`src/rtl/fpu_sched.sv`:
```
// fpu_sched: issue scheduler between a core and a shared FP datapath.
//
// The datapath has fixed result latencies. Accepted ops are tracked in a
// 16-entry slot shift register. Entry k describes the result due k cycles
// from now. Internal ops (MOV/NEG/ABS) are computed here and retire through
// the same slots, so every writeback port cycle carries at most one op.
//
// Ports
//   clk, rst                 clock, async active-high reset
//   req_valid/req_ready      core issue handshake (accept = both high)
//   req_op/req_a/req_b       FPU funct and operands
//   req_rd                   destination register
//   fpu_op_valid/op/a/b      one-cycle issue strobe to the datapath
//   fpu_res_valid/fpu_res    datapath result strobe and data
//   fpu_flush                drops datapath in-flight ops (high during rst)
//   wb_valid/wb_rd/wb_data   register-file writeback
//   err                      sticky protocol / illegal-op flag
module fpu_sched (
  input  logic        clk,
  input  logic        rst,
  input  logic        req_valid,
  output logic        req_ready,
  input  logic [5:0]  req_op,
  input  logic [31:0] req_a,
  input  logic [31:0] req_b,
  input  logic [4:0]  req_rd,
  output logic        fpu_op_valid,
  output logic [5:0]  fpu_op,
  output logic [31:0] fpu_a,
  output logic [31:0] fpu_b,
  input  logic        fpu_res_valid,
  input  logic [31:0] fpu_res,
  output logic        fpu_flush,
  output logic        wb_valid,
  output logic [4:0]  wb_rd,
  output logic [31:0] wb_data,
  output logic        err
);

  typedef struct packed {
    logic        vld;
    logic [4:0]  rd;
    logic        intl;
    logic [31:0] dat;
  } slot_t;

  slot_t       slot_q [16];
  slot_t       slot_d [16];
  logic        fpu_op_valid_q, fpu_op_valid_d;
  logic [5:0]  fpu_op_q, fpu_op_d;
  logic [31:0] fpu_a_q, fpu_a_d;
  logic [31:0] fpu_b_q, fpu_b_d;
  logic        wb_valid_q, wb_valid_d;
  logic [4:0]  wb_rd_q, wb_rd_d;
  logic [31:0] wb_data_q, wb_data_d;
  logic        err_q, err_d;
  logic [3:0]  div_cnt_q, div_cnt_d;

  logic        op_ext;
  logic        op_int;
  logic        op_long;
  logic [3:0]  op_lat;
  logic [31:0] int_res;
  logic [3:0]  land_idx;
  logic [3:0]  chk_idx;
  logic        waw;
  logic        clash;
  logic        div_stall;
  logic        accept;

  // Opcode decode: latency and internal result.
  always_comb begin
    op_ext  = 1'b0;
    op_int  = 1'b0;
    op_long = 1'b0;
    op_lat  = 4'd0;
    int_res = req_a;
    case (req_op)
      6'b000000, 6'b000001: begin op_ext = 1'b1; op_lat = 4'd5; end
      6'b000010, 6'b011000: begin op_ext = 1'b1; op_lat = 4'd3; end
      6'b000011, 6'b000100: begin op_ext = 1'b1; op_lat = 4'd12; op_long = 1'b1; end
      6'b110001, 6'b110010, 6'b110011: begin op_ext = 1'b1; op_lat = 4'd1; end
      6'b000110: begin op_int = 1'b1; int_res = req_a; end
      6'b000111: begin op_int = 1'b1; int_res = {~req_a[31], req_a[30:0]}; end
      6'b000101: begin op_int = 1'b1; int_res = {1'b0, req_a[30:0]}; end
      default: ;
    endcase
  end

  // An external op's result shows up L cycles after issue, i.e. at slot L one
  // cycle after accept. Internal ops retire the cycle after accept (slot 0).
  // The slot that will shift into the landing position is checked now.
  always_comb begin
    land_idx  = op_ext ? op_lat : 4'd0;
    chk_idx   = land_idx + 4'd1;
    waw       = 1'b0;
    for (int k = 0; k < 16; k++) begin
      if (slot_q[k].vld && (slot_q[k].rd == req_rd)) waw = 1'b1;
    end
    clash     = (op_ext || op_int) && slot_q[chk_idx].vld;
    div_stall = op_long && (div_cnt_q != 4'd0);
    req_ready = !rst && !waw && !clash && !div_stall;
    accept    = req_valid && req_ready;
  end

  always_comb begin
    for (int k = 0; k < 15; k++) slot_d[k] = slot_q[k+1];
    slot_d[15] = '0;
    if (accept && (op_ext || op_int)) begin
      slot_d[land_idx] = '{vld: 1'b1, rd: req_rd, intl: op_int, dat: int_res};
    end

    fpu_op_valid_d = accept && op_ext;
    fpu_op_d       = fpu_op_valid_d ? req_op : fpu_op_q;
    fpu_a_d        = fpu_op_valid_d ? req_a  : fpu_a_q;
    fpu_b_d        = fpu_op_valid_d ? req_b  : fpu_b_q;

    // Divider/sqrt busy window: counts down from issue to the result cycle.
    div_cnt_d = div_cnt_q;
    if (accept && op_long) div_cnt_d = 4'd12;
    else if (div_cnt_q != 4'd0) div_cnt_d = div_cnt_q - 4'd1;

    wb_valid_d = 1'b0;
    wb_rd_d    = wb_rd_q;
    wb_data_d  = wb_data_q;
    err_d      = err_q;
    if (slot_q[0].vld) begin
      if (slot_q[0].intl) begin
        wb_valid_d = 1'b1;
        wb_rd_d    = slot_q[0].rd;
        wb_data_d  = slot_q[0].dat;
      end else if (fpu_res_valid) begin
        wb_valid_d = 1'b1;
        wb_rd_d    = slot_q[0].rd;
        wb_data_d  = fpu_res;
      end else begin
        err_d = 1'b1;  // expected result never arrived; nothing written back
      end
    end else if (fpu_res_valid) begin
      err_d = 1'b1;
    end
    if (accept && !op_ext && !op_int) err_d = 1'b1;
  end

  always_ff @(posedge clk or posedge rst) begin
    if (rst) begin
      for (int k = 0; k < 16; k++) slot_q[k] <= '0;
      fpu_op_valid_q <= 1'b0;
      fpu_op_q       <= '0;
      fpu_a_q        <= '0;
      fpu_b_q        <= '0;
      wb_valid_q     <= 1'b0;
      wb_rd_q        <= '0;
      wb_data_q      <= '0;
      err_q          <= 1'b0;
      div_cnt_q      <= '0;
    end else begin
      for (int k = 0; k < 16; k++) slot_q[k] <= slot_d[k];
      fpu_op_valid_q <= fpu_op_valid_d;
      fpu_op_q       <= fpu_op_d;
      fpu_a_q        <= fpu_a_d;
      fpu_b_q        <= fpu_b_d;
      wb_valid_q     <= wb_valid_d;
      wb_rd_q        <= wb_rd_d;
      wb_data_q      <= wb_data_d;
      err_q          <= err_d;
      div_cnt_q      <= div_cnt_d;
    end
  end

  assign fpu_flush    = rst;
  assign fpu_op_valid = fpu_op_valid_q;
  assign fpu_op       = fpu_op_q;
  assign fpu_a        = fpu_a_q;
  assign fpu_b        = fpu_b_q;
  assign wb_valid     = wb_valid_q;
  assign wb_rd        = wb_rd_q;
  assign wb_data      = wb_data_q;
  assign err          = err_q;

endmodule

```
`config.mk`:
```
export PLATFORM = sky130hd
export DESIGN_NAME = fpu_sched
export DESIGN_NICKNAME = d
export VERILOG_FILES = /design/src/rtl/fpu_sched.sv
export SDC_FILE = /design/constraint.sdc
export NUM_CORES = 1
export LEC_CHECK = 0
export CORE_ASPECT_RATIO = 0.6
export CORE_MARGIN = 3
export CORE_UTILIZATION = 50
export DETAILED_ROUTE_END_ITERATION = 16
export DONT_BUFFER_PORTS = 1
export GPL_TIMING_DRIVEN = 0
export PLACE_DENSITY = 0.7
export SYNTH_ARGS = -nofsm -noshare
export SYNTH_HDL_FRONTEND = slang
export SYNTH_SLANG_ARGS = --single-unit
export TNS_END_PERCENT = 10
```
`constraint.sdc`:
```
create_clock -name clk -period 35.2 [get_ports clk]
set_clock_uncertainty 0.2 [all_clocks]
set_input_delay 5.28 -clock clk [delete_from_list [all_inputs] [get_ports clk]]
set_output_delay 5.28 -clock clk [all_outputs]
set_load 0.02 [all_outputs]
```
==> key figures <==
STA
  • Fmax: ~70 MHz
  • Crit share post-route: 41.3%
  • Fin worst setup slack: 20.68 ns
  • Hold Vio Cnt, Final: 0
  • Slew HR: 23.3%
  • Final setup fails: 0
  • Unrepaired setup endpoints after global routing: false
  • Final hold slack: 0.213 ns
  • Slew @ Worst Pin: 1.15 ns
  • Final Max Tran Viols: 0
  • Setup tns final: 0 ns
  • Final min period: between 10 and 15 ns

Setup path
  • R2R depth: 10
  • Critical path required time: slightly below 30 ns
  • Worst path slowest cell: nor3b_1
  • CP arrival: 9.04 ns
  • Crit Path Class: in2out
  • Max incr delay on CP: 0.80 ns
  • Crit path max fanout: 10
  • Buffers & Inverters on Critical Path: 4
  • WP depth: 12
  • Crit path cell chain: buf_2, a211o_1, a21oi_1, o21a_1, buf_6, inv_1, ha_1, mux4_2, a21oi_1, a311o_1, buf_6, nor3b_1
  • CP Capture Type: output port
  • Worst setup SP type: input port
  • Top delay family on crit path: compound AO/OA/AOI/OAI gates

Routing
  • Routed wire per std cell: roughly 22 µm
  • Vias: 14305
  • DRT Pass-1 Iters: 5
  • DRC Markers: 0
  • Routed Antenna Nets: 0
  • Drt total wl: 59.2 mm
  • Routed vias/inst: between 5 and 6
  • Starting DRT DRC Count: 845

Min path
  • Hold Path Class: reg2reg
  • Hold depth: 1

CTS
  • Reg clk slew, reported paths: 0.06 ns
  • H-tree depth: 3
  • TritonCTS clock tree: done
  • Clk Latency, worst-skew pair: 0.59 ns
  • Hold buffers post-CTS: 0
  • Cts repair resizes: 0
  • Post-CTS setup buffer count: 0
  • Clk sink count: 738
  • TritonCTS buffer count: 68
  • Root Driver: clkbuf_16
  • CTS max path bufs: 3

Synthesis
  • Mapped Avg Cell Area: between 15 and 20 µm²
  • Number of synthesized flops with an enable pin: 0
  • Syn Nets: slightly below 2000
  • Area leader, netlist: dfrtp_1
  • Top FF cell, synth: dfrtp_1
  • Share of the yosys chip area belonging to registers: 65.9%
  • Synth top cells by count: dfrtp_1, mux2_2, clkbuf_1
  • Library cells used by synthesis: between 50 and 60
  • Mapped Cells: 1867
  • Mapped Area: 0.0280 mm²
  • Synth Warn #: 0
  • Ys async rst share: 100%
  • Synth top area cells: dfrtp_1, mux2_2, mux2_4
  • Top cell type's share of synthesized area: 65.9%
  • Register bit total from synthesis: ~740
  • Count leader, synth: dfrtp_1

Die
  • FP Rows: 66
  • Starting Density: between 50% and 60%
  • Io pins: around 220
  • Die height: roughly 190 µm
  • Core region area: about 0.055 mm²
  • Die Area: 0.0590 mm²
  • Die Width: 312 µm

Global route
  • Number of global-route vias before repair: 15250
  • M3 GR Usage: under 10%
  • GRT Util Overall: approximately 20%
  • Remaining Overflow, GRT: 0
  • GR Layer Usage met2: approximately 30%
  • Largest net degree at the start of global routing: 137
  • First-pass GRT wire length: just over 90 mm
  • Busiest grt layer: met1
  • M1 GR Usage: 30.7%
  • Initial antenna violation count: 4

Final layout
  • Fin nets: 2059
  • Final instance area: 0.0314 mm²
  • Non-filler cells, final: around 2700
  • Area Overhead vs Synth: 12.2%
  • Final Util: 57.3%
  • Share of cells above drive strength 1: between 30% and 40%

Placement
  • DP Worst Slack: slightly above 20 ns
  • Placement-stage cell area: about 0.03 mm²
  • Port bufs: 0
  • Post-DP HPWL: around 38 mm
  • Global placement routability congestion: 0.808
  • Placed cell count: 2621

Power and ir drop
  • Tot Pwr: 1.81 mW
  • Pleak: 16.1 nW
  • Maximum vdd drop: ~0.000040 V
  • PwrDens: 57.5 mW/mm²

Flow run
  • Max Cap Viol: 0

Outcome
  • Outcome: finished, final reports clean
[power breakdown]
group	internal [mW]	leakage, nW	total (mW)	switching [mW]
Sequential	0.890	10.1	0.963	0.0735
Clock	0.437	1.15	0.752	0.315
Combinational	0.0406	4.85	0.0937	0.0530
Total	1.37	16.1	1.81	0.441
[sequential cells by signal (all words and copies together), names as in the netlist]
signal        flops
fpu_a            32
div_cnt_q         4
slot_q          624
fpu_op_valid      1
fpu_op            6
wb_rd             5
wb_data          32
wb_valid          1
err               1
fpu_b            32
[kinds of logic after synthesis]
logic type / Yosys count / share of synthesized area [%]
buf+inv: 290 / 4.75
xor+xnor: 82 / 2.59
simple gates: 170 / 3.46
fa+ha+maj: 5 / 0.223
compound gates: 57 / 1.19
other cells: 1 / 0.0134
flops: 738 / 65.9
mux: 524 / 21.9
[metal layers]
layer,vias to the layer above,share of wire (%)
met3,86,5.8
met4,4,2.0
met1,7585,48
li1,6308,-
met2,322,44
met5,-,0.042
[cells in the final DEF, fill, tap and decap left out, drive strengths merged, types with 3 or more instances in the layout]
cell    count
dfrtp     738
mux2      487
clkbuf    313
buf        73
xor2       60
and2       44
nand2      38
o21ai      38
mux2i      35
xnor2      22
nand3      17
clkinv     16
nor4       15
inv        13
nand4      12
nand2b     11
nor2        8
ha          5
a21oi       4
nand3b      4
bufinv      4
nor3        4
a211o       3
nor2b       3
and3        3
[final timing paths]
| path | to | startpoint | slack (ns) |
|---|---|---|---|
| max | req_ready | req_op[1] | 20.68 |
| min | slot_q[162]$_DFF_PP0_ | slot_q[123]$_DFF_PP0_ | 0.21 |
| max reg2reg | slot_q[60]$_DFF_PP0_ | div_cnt_q[0]$_DFFE_PP0P_ | 31.36 |
| min reg2reg | slot_q[162]$_DFF_PP0_ | slot_q[123]$_DFF_PP0_ | 0.21 |
| max in group asynchronous | slot_q[23]$_DFF_PP0_ | rst | 28.39 |
| min in group asynchronous | fpu_b[26]$_DFFE_PP0P_ | rst | 4.37 |
[cell type report]
class / instances / area [µm²]
flip-flops and latches: 738 / 18500
inverters: 11 / 48.8
clock buffers: 101 / 2060
fillers: 4339 / 23400
well taps: 748 / 936
clock inverters: 22 / 240
plain buffers: 279 / 1290
repair buffers: 6 / 165
diodes: 1 / 2.50
multi-input cells: 839 / 8230
(Power assumes the default switching activity.)
